## src/rtl/uart_tx_arb.sv

```systemverilog
// uart_tx_arb: two-source round-robin arbiter feeding a byte-wide UART
// transmitter. Each frame pops one byte from the granted FIFO, hands it to
// the transmitter with a one-cycle tx_start, follows the transmitter's busy
// flag high then low, and optionally idles GAP_CYCLES cycles before the
// next arbitration.
//
// Handshake: fX_rd is a one-cycle read strobe and the FIFO presents the byte
// on fX_dout in the following cycle; tx_start is a one-cycle request that the
// transmitter acknowledges by raising tx_busy and completes by dropping it.
//
// Ports:
//   clk, rst          clock, synchronous active-high reset
//   enable            permits new arbitration (a running frame completes)
//   f0_empty/f0_rd/f0_dout  source-0 FIFO
//   f1_empty/f1_rd/f1_dout  source-1 FIFO
//   tx_busy           transmitter busy
//   tx_start, tx_data request and byte to the transmitter
//   active_src        source of the current/last granted byte
//   ctrl_busy         high whenever the FSM is not IDLE
//   sent_cnt          number of tx_start pulses issued (wraps)
//   dbg_state         current FSM state encoding
module uart_tx_arb #(
    parameter int GAP_CYCLES = 2
) (
    input  logic        clk,
    input  logic        rst,
    input  logic        enable,
    input  logic        f0_empty,
    output logic        f0_rd,
    input  logic [7:0]  f0_dout,
    input  logic        f1_empty,
    output logic        f1_rd,
    input  logic [7:0]  f1_dout,
    input  logic        tx_busy,
    output logic        tx_start,
    output logic [7:0]  tx_data,
    output logic        active_src,
    output logic        ctrl_busy,
    output logic [15:0] sent_cnt,
    output logic [2:0]  dbg_state
);

    typedef enum logic [2:0] {
        IDLE    = 3'd0,
        READ    = 3'd1,
        LATCH   = 3'd2,
        START   = 3'd3,
        WAIT_HI = 3'd4,
        WAIT_LO = 3'd5,
        GAP     = 3'd6
    } state_t;

    localparam logic [7:0] GAP_INIT = 8'(GAP_CYCLES);

    state_t     state;
    logic       last_src;
    logic [7:0] gap_cnt;

    logic want0;
    logic want1;
    logic grant;
    logic can_go;

    // Round-robin: on a tie the source that did not win last time is granted.
    always_comb begin
        want0  = !f0_empty;
        want1  = !f1_empty;
        grant  = (want0 && want1) ? !last_src : want1;
        can_go = enable && !tx_busy && (want0 || want1);
    end

    always_ff @(posedge clk) begin
        if (rst) begin
            state      <= IDLE;
            f0_rd      <= 1'b0;
            f1_rd      <= 1'b0;
            tx_start   <= 1'b0;
            tx_data    <= 8'h00;
            active_src <= 1'b0;
            ctrl_busy  <= 1'b0;
            sent_cnt   <= 16'h0000;
            last_src   <= 1'b1;
            gap_cnt    <= 8'h00;
        end else begin
            // Strobes are single-cycle; they are re-asserted only by the
            // transition that enters READ or START.
            f0_rd    <= 1'b0;
            f1_rd    <= 1'b0;
            tx_start <= 1'b0;
            case (state)
                IDLE: begin
                    if (can_go) begin
                        state      <= READ;
                        active_src <= grant;
                        last_src   <= grant;
                        f0_rd      <= !grant;
                        f1_rd      <= grant;
                        ctrl_busy  <= 1'b1;
                    end
                end
                READ: begin
                    state <= LATCH;
                end
                LATCH: begin
                    tx_data  <= active_src ? f1_dout : f0_dout;
                    tx_start <= 1'b1;
                    state    <= START;
                end
                START: begin
                    sent_cnt <= sent_cnt + 16'd1;
                    state    <= WAIT_HI;
                end
                WAIT_HI: begin
                    if (tx_busy) begin
                        state <= WAIT_LO;
                    end
                end
                WAIT_LO: begin
                    if (!tx_busy) begin
                        if (GAP_CYCLES == 0) begin
                            state     <= IDLE;
                            ctrl_busy <= 1'b0;
                        end else begin
                            state   <= GAP;
                            gap_cnt <= GAP_INIT;
                        end
                    end
                end
                GAP: begin
                    // Counter holds the number of GAP cycles still to spend,
                    // including the current one.
                    if (gap_cnt <= 8'd1) begin
                        state     <= IDLE;
                        ctrl_busy <= 1'b0;
                        gap_cnt   <= 8'h00;
                    end else begin
                        gap_cnt <= gap_cnt - 8'd1;
                    end
                end
                default: begin
                    state     <= IDLE;
                    ctrl_busy <= 1'b0;
                end
            endcase
        end
    end

    assign dbg_state = state;

endmodule
```

## config.mk

```make
export PLATFORM = sky130hd
export DESIGN_NAME = uart_tx_arb
export DESIGN_NICKNAME = d
export VERILOG_FILES = /design/src/rtl/uart_tx_arb.sv
export SDC_FILE = /design/constraint.sdc
export NUM_CORES = 1
export LEC_CHECK = 0
export ABC_AREA = 1
export BUFFER_PORTS_ARGS = -buffer_cell sky130_fd_sc_hd__buf_2
export CORE_MARGIN = 2
export CORE_UTILIZATION = 25
export DETAILED_ROUTE_END_ITERATION = 16
export PLACE_DENSITY = 0.52
export SYNTH_ARGS = -nofsm -noshare
export SYNTH_HDL_FRONTEND = slang
export SYNTH_SLANG_ARGS = --single-unit
```

## constraint.sdc

```tcl
create_clock -name clk -period 2.1 [get_ports clk]
set_input_delay 0.21 -clock clk [delete_from_list [all_inputs] [get_ports clk]]
set_output_delay 0.21 -clock clk [all_outputs]
set_load 0.01 [all_outputs]
```

* After elaboration in Yosys (flattened, before gate mapping)
Index checks and enable logic that the tools add are counted.
** Storage, ports and cells
- Register bits after elaboration :: 41
- Bits in latches :: 0
- RAM bits :: 0
- Memory bits (read-only) :: 0
- Bits of input ports :: 22
- Memories :: 0
** Cells by class
- $add $sub $neg :: 2
- $mul :: 0
- Div/mod/pow operators :: 0
- Magnitude comparators :: 1
- Equal/unequal tests :: 10
- Shift-type cells :: 0
- Multiplexer cells :: 14
- Bitwise operators :: 3
- Reduce and logical (&&, ||, !) cells :: 17
** Operators by type and width (count)
- 8-bit 2-to-1 mux :: 3
- 3-bit case mux with 7 select lines :: 1
- 16-bit by 1-bit adder with 16-bit output (second input constant) :: 1
- 8-bit case mux with 2 select lines :: 1
- 3-bit 2-to-1 mux :: 4
- 3-bit == test (second input constant) :: 3
- 8-bit by 1-bit <= comparator with 1-bit output (second input constant) :: 1
- 2-bit inequality test (second input constant) :: 4
- 8-bit by 1-bit subtractor with 8-bit output (second input constant) :: 1
- 3-bit by 2-bit == test with 1-bit output (second input constant) :: 2
- 1-bit zero test :: 5
- 5-bit OR reduction :: 1
- 1-bit 2-to-1 mux :: 4
- 2-bit AND reduction :: 2
- 4-bit AND reduction :: 1
- 3-bit by 1-bit == test with 1-bit output (second input constant) :: 1
- 1-bit logical AND :: 3
- 3-bit zero test :: 1
- 1-bit inverter :: 3
- 1-bit case mux with 3 select lines :: 1
- 3-bit AND reduction :: 1
- 3-bit OR reduction :: 1
- 2-bit nonzero test :: 1
- 1-bit logical OR :: 1

* Logic depth before layout (Yosys ltp)
- Depth in word-level cells :: 5
- Depth in mapped cells :: 10

* Worst setup path after synthesis
OpenSTA, ideal clock, no wires.
- Kind :: register to register
- From :: reg gap_cnt[0]
- To :: reg state[1] (netlist: dbg_state[1])
- Data arrival time :: 1196 ps
- Required time :: 1972 ps
- Setup slack :: 776 ps
- Cell stages (with the launch flop) :: 10
- Buffers on the path :: 0
- Clock period less this slack :: 1324 ps
- Cells stage by stage :: dfxtp_1 inv_1 ha_1 inv_1 nand2_1 nand2_1 nor2_1 nor2_4 a31oi_1 nor2_1
** Between the ends
- Word-level cells in the longest chain between the ends :: 3
** RTL lines
- start, declared :: RTL line 57 : logic [7:0] gap_cnt;
- start signal, assigned :: RTL line 137 : gap_cnt <= gap_cnt - 8'd1;
- 8-bit by 1-bit <= comparator with 1-bit output :: RTL line 132 : if (gap_cnt <= 8'd1) begin
- 2-bit inequality test (no source line)
- 4-bit AND reduction (no source line)
- end signal, assigned :: RTL line 124 : state <= GAP;
- end signal, assigned :: RTL line 133 : state <= IDLE;
- end signal, assigned :: RTL line 141 : state <= IDLE;
- end, declared :: RTL line 55 : state_t state;
Every way passes these cells.
A chain may end at the register's enable or synchronous reset.

* Worst setup path after layout
- From :: reg gap_cnt[0]
- To :: reg state[2] (netlist: dbg_state[2])
Same word-level chain as after synthesis.

==> run_results.csv <==
group,metric,value,unit
synthesis,synth_edf_count,0,
clock_network,cts_hold_buf,0,
synthesis,syn-cell-area,2120,sq um
synthesis,synth_top_family_by_area,"simple AND/OR/NAND/NOR gates",
clock_network,post_cts_resized,0,
synthesis,synth-async-reset-ratio,0,
setup_path,end_kind,"flip-flop",
floorplan,die_w,96.1,microns
worst_hold_path,worstHoldPathCells,2,
setup_path,crit_arrival,1720,ps
floorplan,initial_core_util,0.258,
setup_path,rr_worst_depth,9,
setup_path,cp.required,2290,ps
setup_path,crit_type,"flip-flop to flip-flop",
place,placedCellCount,466,
drt,firstDrtPassIters,4,
drt,route.vias.total,2006,
place,postPlaceCellArea,2480,sq um
sta,post-route-min-period,1530,ps
synthesis,synth_cell_types,30,
cells_and_area,ff_latch_area,821,sq um
sta,finalHoldViolCount,0,
drt,drc_errors,0,
run,cap_viol_max_count,0,
floorplan,coreArea,8220,sq um
place,hpwl,3.84,mm
global_routing,grt_use_total,0.108,
cells_and_area,multi_input_area,1080,sq um
cells_and_area,post-route-cell-area,2580,sq um
clock_network,numCtsBuffers,5,
cells_and_area,areaGrowthSynthToFinish,21.8,%
setup_path,cp_cell_sequence,"inv_1 > ha_1 > nor2_1 > nor2_1 > nand2_1 > nand2_1 > nand3_1 > o21ai_0 > inv_1",
synthesis,synth_seq_area_share,0.387,
setup_path,path_max_fanout,6,
clock_network,clkTransAtPathRegs,80,ps
cells_and_area,antennaDiodeCount,0,
sta,drv_slew,0,
sta,hold_ws,107,ps
sta,skew,8.00,ps
sta,grt_setup_unrepaired,"no",
global_routing,overflow,0,
synthesis,synth-xor-area-share,0.00413,
synthesis,ys_ff_latch,41,
drt,wl_per_cell,10.5,microns
synthesis,synth_simple_gate_area_share,0.338,
clock_network,cts_sinks,41,
synthesis,yosysWarnings,0,
sta,setup_viol,0,
synthesis,synth_adder_area_share,0.0177,
sta,period_share,0.729,
cells_and_area,nets,393,
setup_path,slowest_delay,320,ps
sta,tns,0,ps
power,peakVddDrop,0.313,mV
cells_and_area,drive_above_1_share,0.204,
synthesis,synth_area_leader_cell,"dfxtp_1",
sta,worst_pin_slew,361,ps
synthesis,muxShareOfSynthArea,0,
synthesis,synth_cells,314,
place,gp_congestion,0.796,
synthesis,ys.flop_type,"dfxtp_1",
global_routing,grt_max_degree,20,
cells_and_area,n_fill_cell,908,
setup_path,crit_slowest_cell,"dfxtp_1",
floorplan,die_h,96.1,microns
synthesis,synth_compound_area_frac,0.148,
power,p_per_area,721,nW/um^2
cells_and_area,final_cells,473,
floorplan,pin_count,54,
setup_path,cp-start-kind,"flip-flop",
clock_network,clk_path_buf_depth,2,
synthesis,syn_area_per_cell,6.75,sq um
clock_network,cts_htree_levels,2,
global_routing,grt_pass1_wl,7.80,mm
clock_network,root_buffer,"clkbuf_8",
drt,drt-total-wl,4.97,mm
floorplan,die_area,9240,sq um
floorplan,rows,33,
synthesis,yosysTopAreaCellShare,0.387,
sta,slew_headroom,0.759,
drt,via_per_inst,4.24,
worst_hold_path,hold_class,"primary input to flip-flop",
drt,dr.first_iter.drc_count,106,
synthesis,syn_nets,339,
global_routing,grt_pass1_vias,1739,
clock_network,cts_tree,"yes",
clock_network,clock_latency,290,ps
drt,antenna_left,0,
status,status,"finished, final reports clean",
place,portBuffers,53,
synthesis,synth_area_leaders,"dfxtp_1 39%, nand2_1 15%, inv_1 7.8%",
clock_network,post_cts_buffers,0,
power,total_leakage_power,1.24,nW
global_routing,antenna_found_initial,0,
sta,fmax,653,MHz
## cell usage in the layout (no fill, tap or decap), types with 2 or more instances in the layout
cell | synthesis | layout
dfxtp_1 | 41 | 41
nor2_1 | 38 | 38
nand3_2 | 2 | 2
ha_1 | 3 | 3
a31oi_1 | 2 | 2
nor3_1 | 2 | 2
nand3_1 | 19 | 19
a21oi_1 | 30 | 30
nand2_1 | 83 | 83
nor2_4 | 3 | 3
clkbuf_8 | 0 | 5
o21ai_0 | 20 | 20
inv_2 | 3 | 3
inv_1 | 44 | 44
o21ai_1 | 4 | 4
nand4_1 | 3 | 3
buf_2 | 1 | 53
## cell usage after synthesis (3+ instances only)
cell type and count:
nor2_4 3, inv_1 44, nor2_1 38, nand2_1 83, o21ai_1 4, dfxtp_1 41
ha_1 3, o21ai_0 20, inv_2 3, nand3_1 19, nand4_1 3, a21oi_1 30
## stage by stage
stage          total power, W   util  setup slack [ps]
6_report              0.00186  0.314               568
5_1_grt               0.00199  0.314               417
4_1_cts               0.00189  0.314               561
3_5_place_dp          0.00127  0.302               574
3_3_place_gp          0.00127  0.302               635
2_1_floorplan         0.00116      -               776
## layout make-up
class	count	area share
Sequential cell	41	0.318
Timing Repair Buffer	54	0.106
Clock buffer	5	0.0266
Tap cell	105	0.0509
Multi-Input combinational cell	219	0.417
Clock inverter	2	0.0136
Inverter	47	0.0683
## registers in the layout (all words and copies together), names as in the netlist
signal and flops:
sent_cnt 16, dbg_state 3, last_src 1, f1_rd 1, tx_start 1, active_src 1, f0_rd 1, ctrl_busy 1
gap_cnt 8, tx_data 8
## where the power goes
group / total, W / leakage, nW / internal (W) / switching, W
clock network: 0.000612 / 0.0540 / 0.000346 / 0.000266
registers: 0.000876 / 0.331 / 0.000826 / 0.0000492
logic: 0.000374 / 0.859 / 0.000136 / 0.000239
## routing by layer
metal | global-route usage | up-vias | part of all wire
li1 | - | 1103 | -
met1 | 0.136 | 854 | 0.47
met2 | 0.179 | 44 | 0.46
met3 | 0.0290 | 5 | 0.063
met4 | 0.0357 | 0 | 0.012
met5 | 0 | - | 0
## cell families after synthesis
group	count (synthesis)
AND/OR/NAND/NOR	155
AO/OA/AOI/OAI	60
buffers and inverters	54
flip-flops	41
adder cells (fa/ha/maj)	3
XOR/XNOR	1
## critical path, delay by kind of cell, from the launching register on
family / cells / cell delay [ps]
and+or+nand+nor: 5 / 500
DFF: 1 / 320
adders and majority gates: 1 / 250
buffers and inverters: 2 / 180
AOI/OAI and AO/OA: 1 / 180
## worst paths after layout
path	slack, ps	to	startpoint
setup / recovery	570	dbg_state[2]$_SDFFE_PP0P_	gap_cnt[0]$_SDFFE_PP0P_
hold / removal	110	f1_rd$_SDFF_PP0_	f1_empty
setup reg to reg	570	dbg_state[2]$_SDFFE_PP0P_	gap_cnt[0]$_SDFFE_PP0P_
hold reg to reg	440	tx_data[0]$_SDFFE_PP0P_	tx_data[0]$_SDFFE_PP0P_
(Power assumes the default switching activity.)
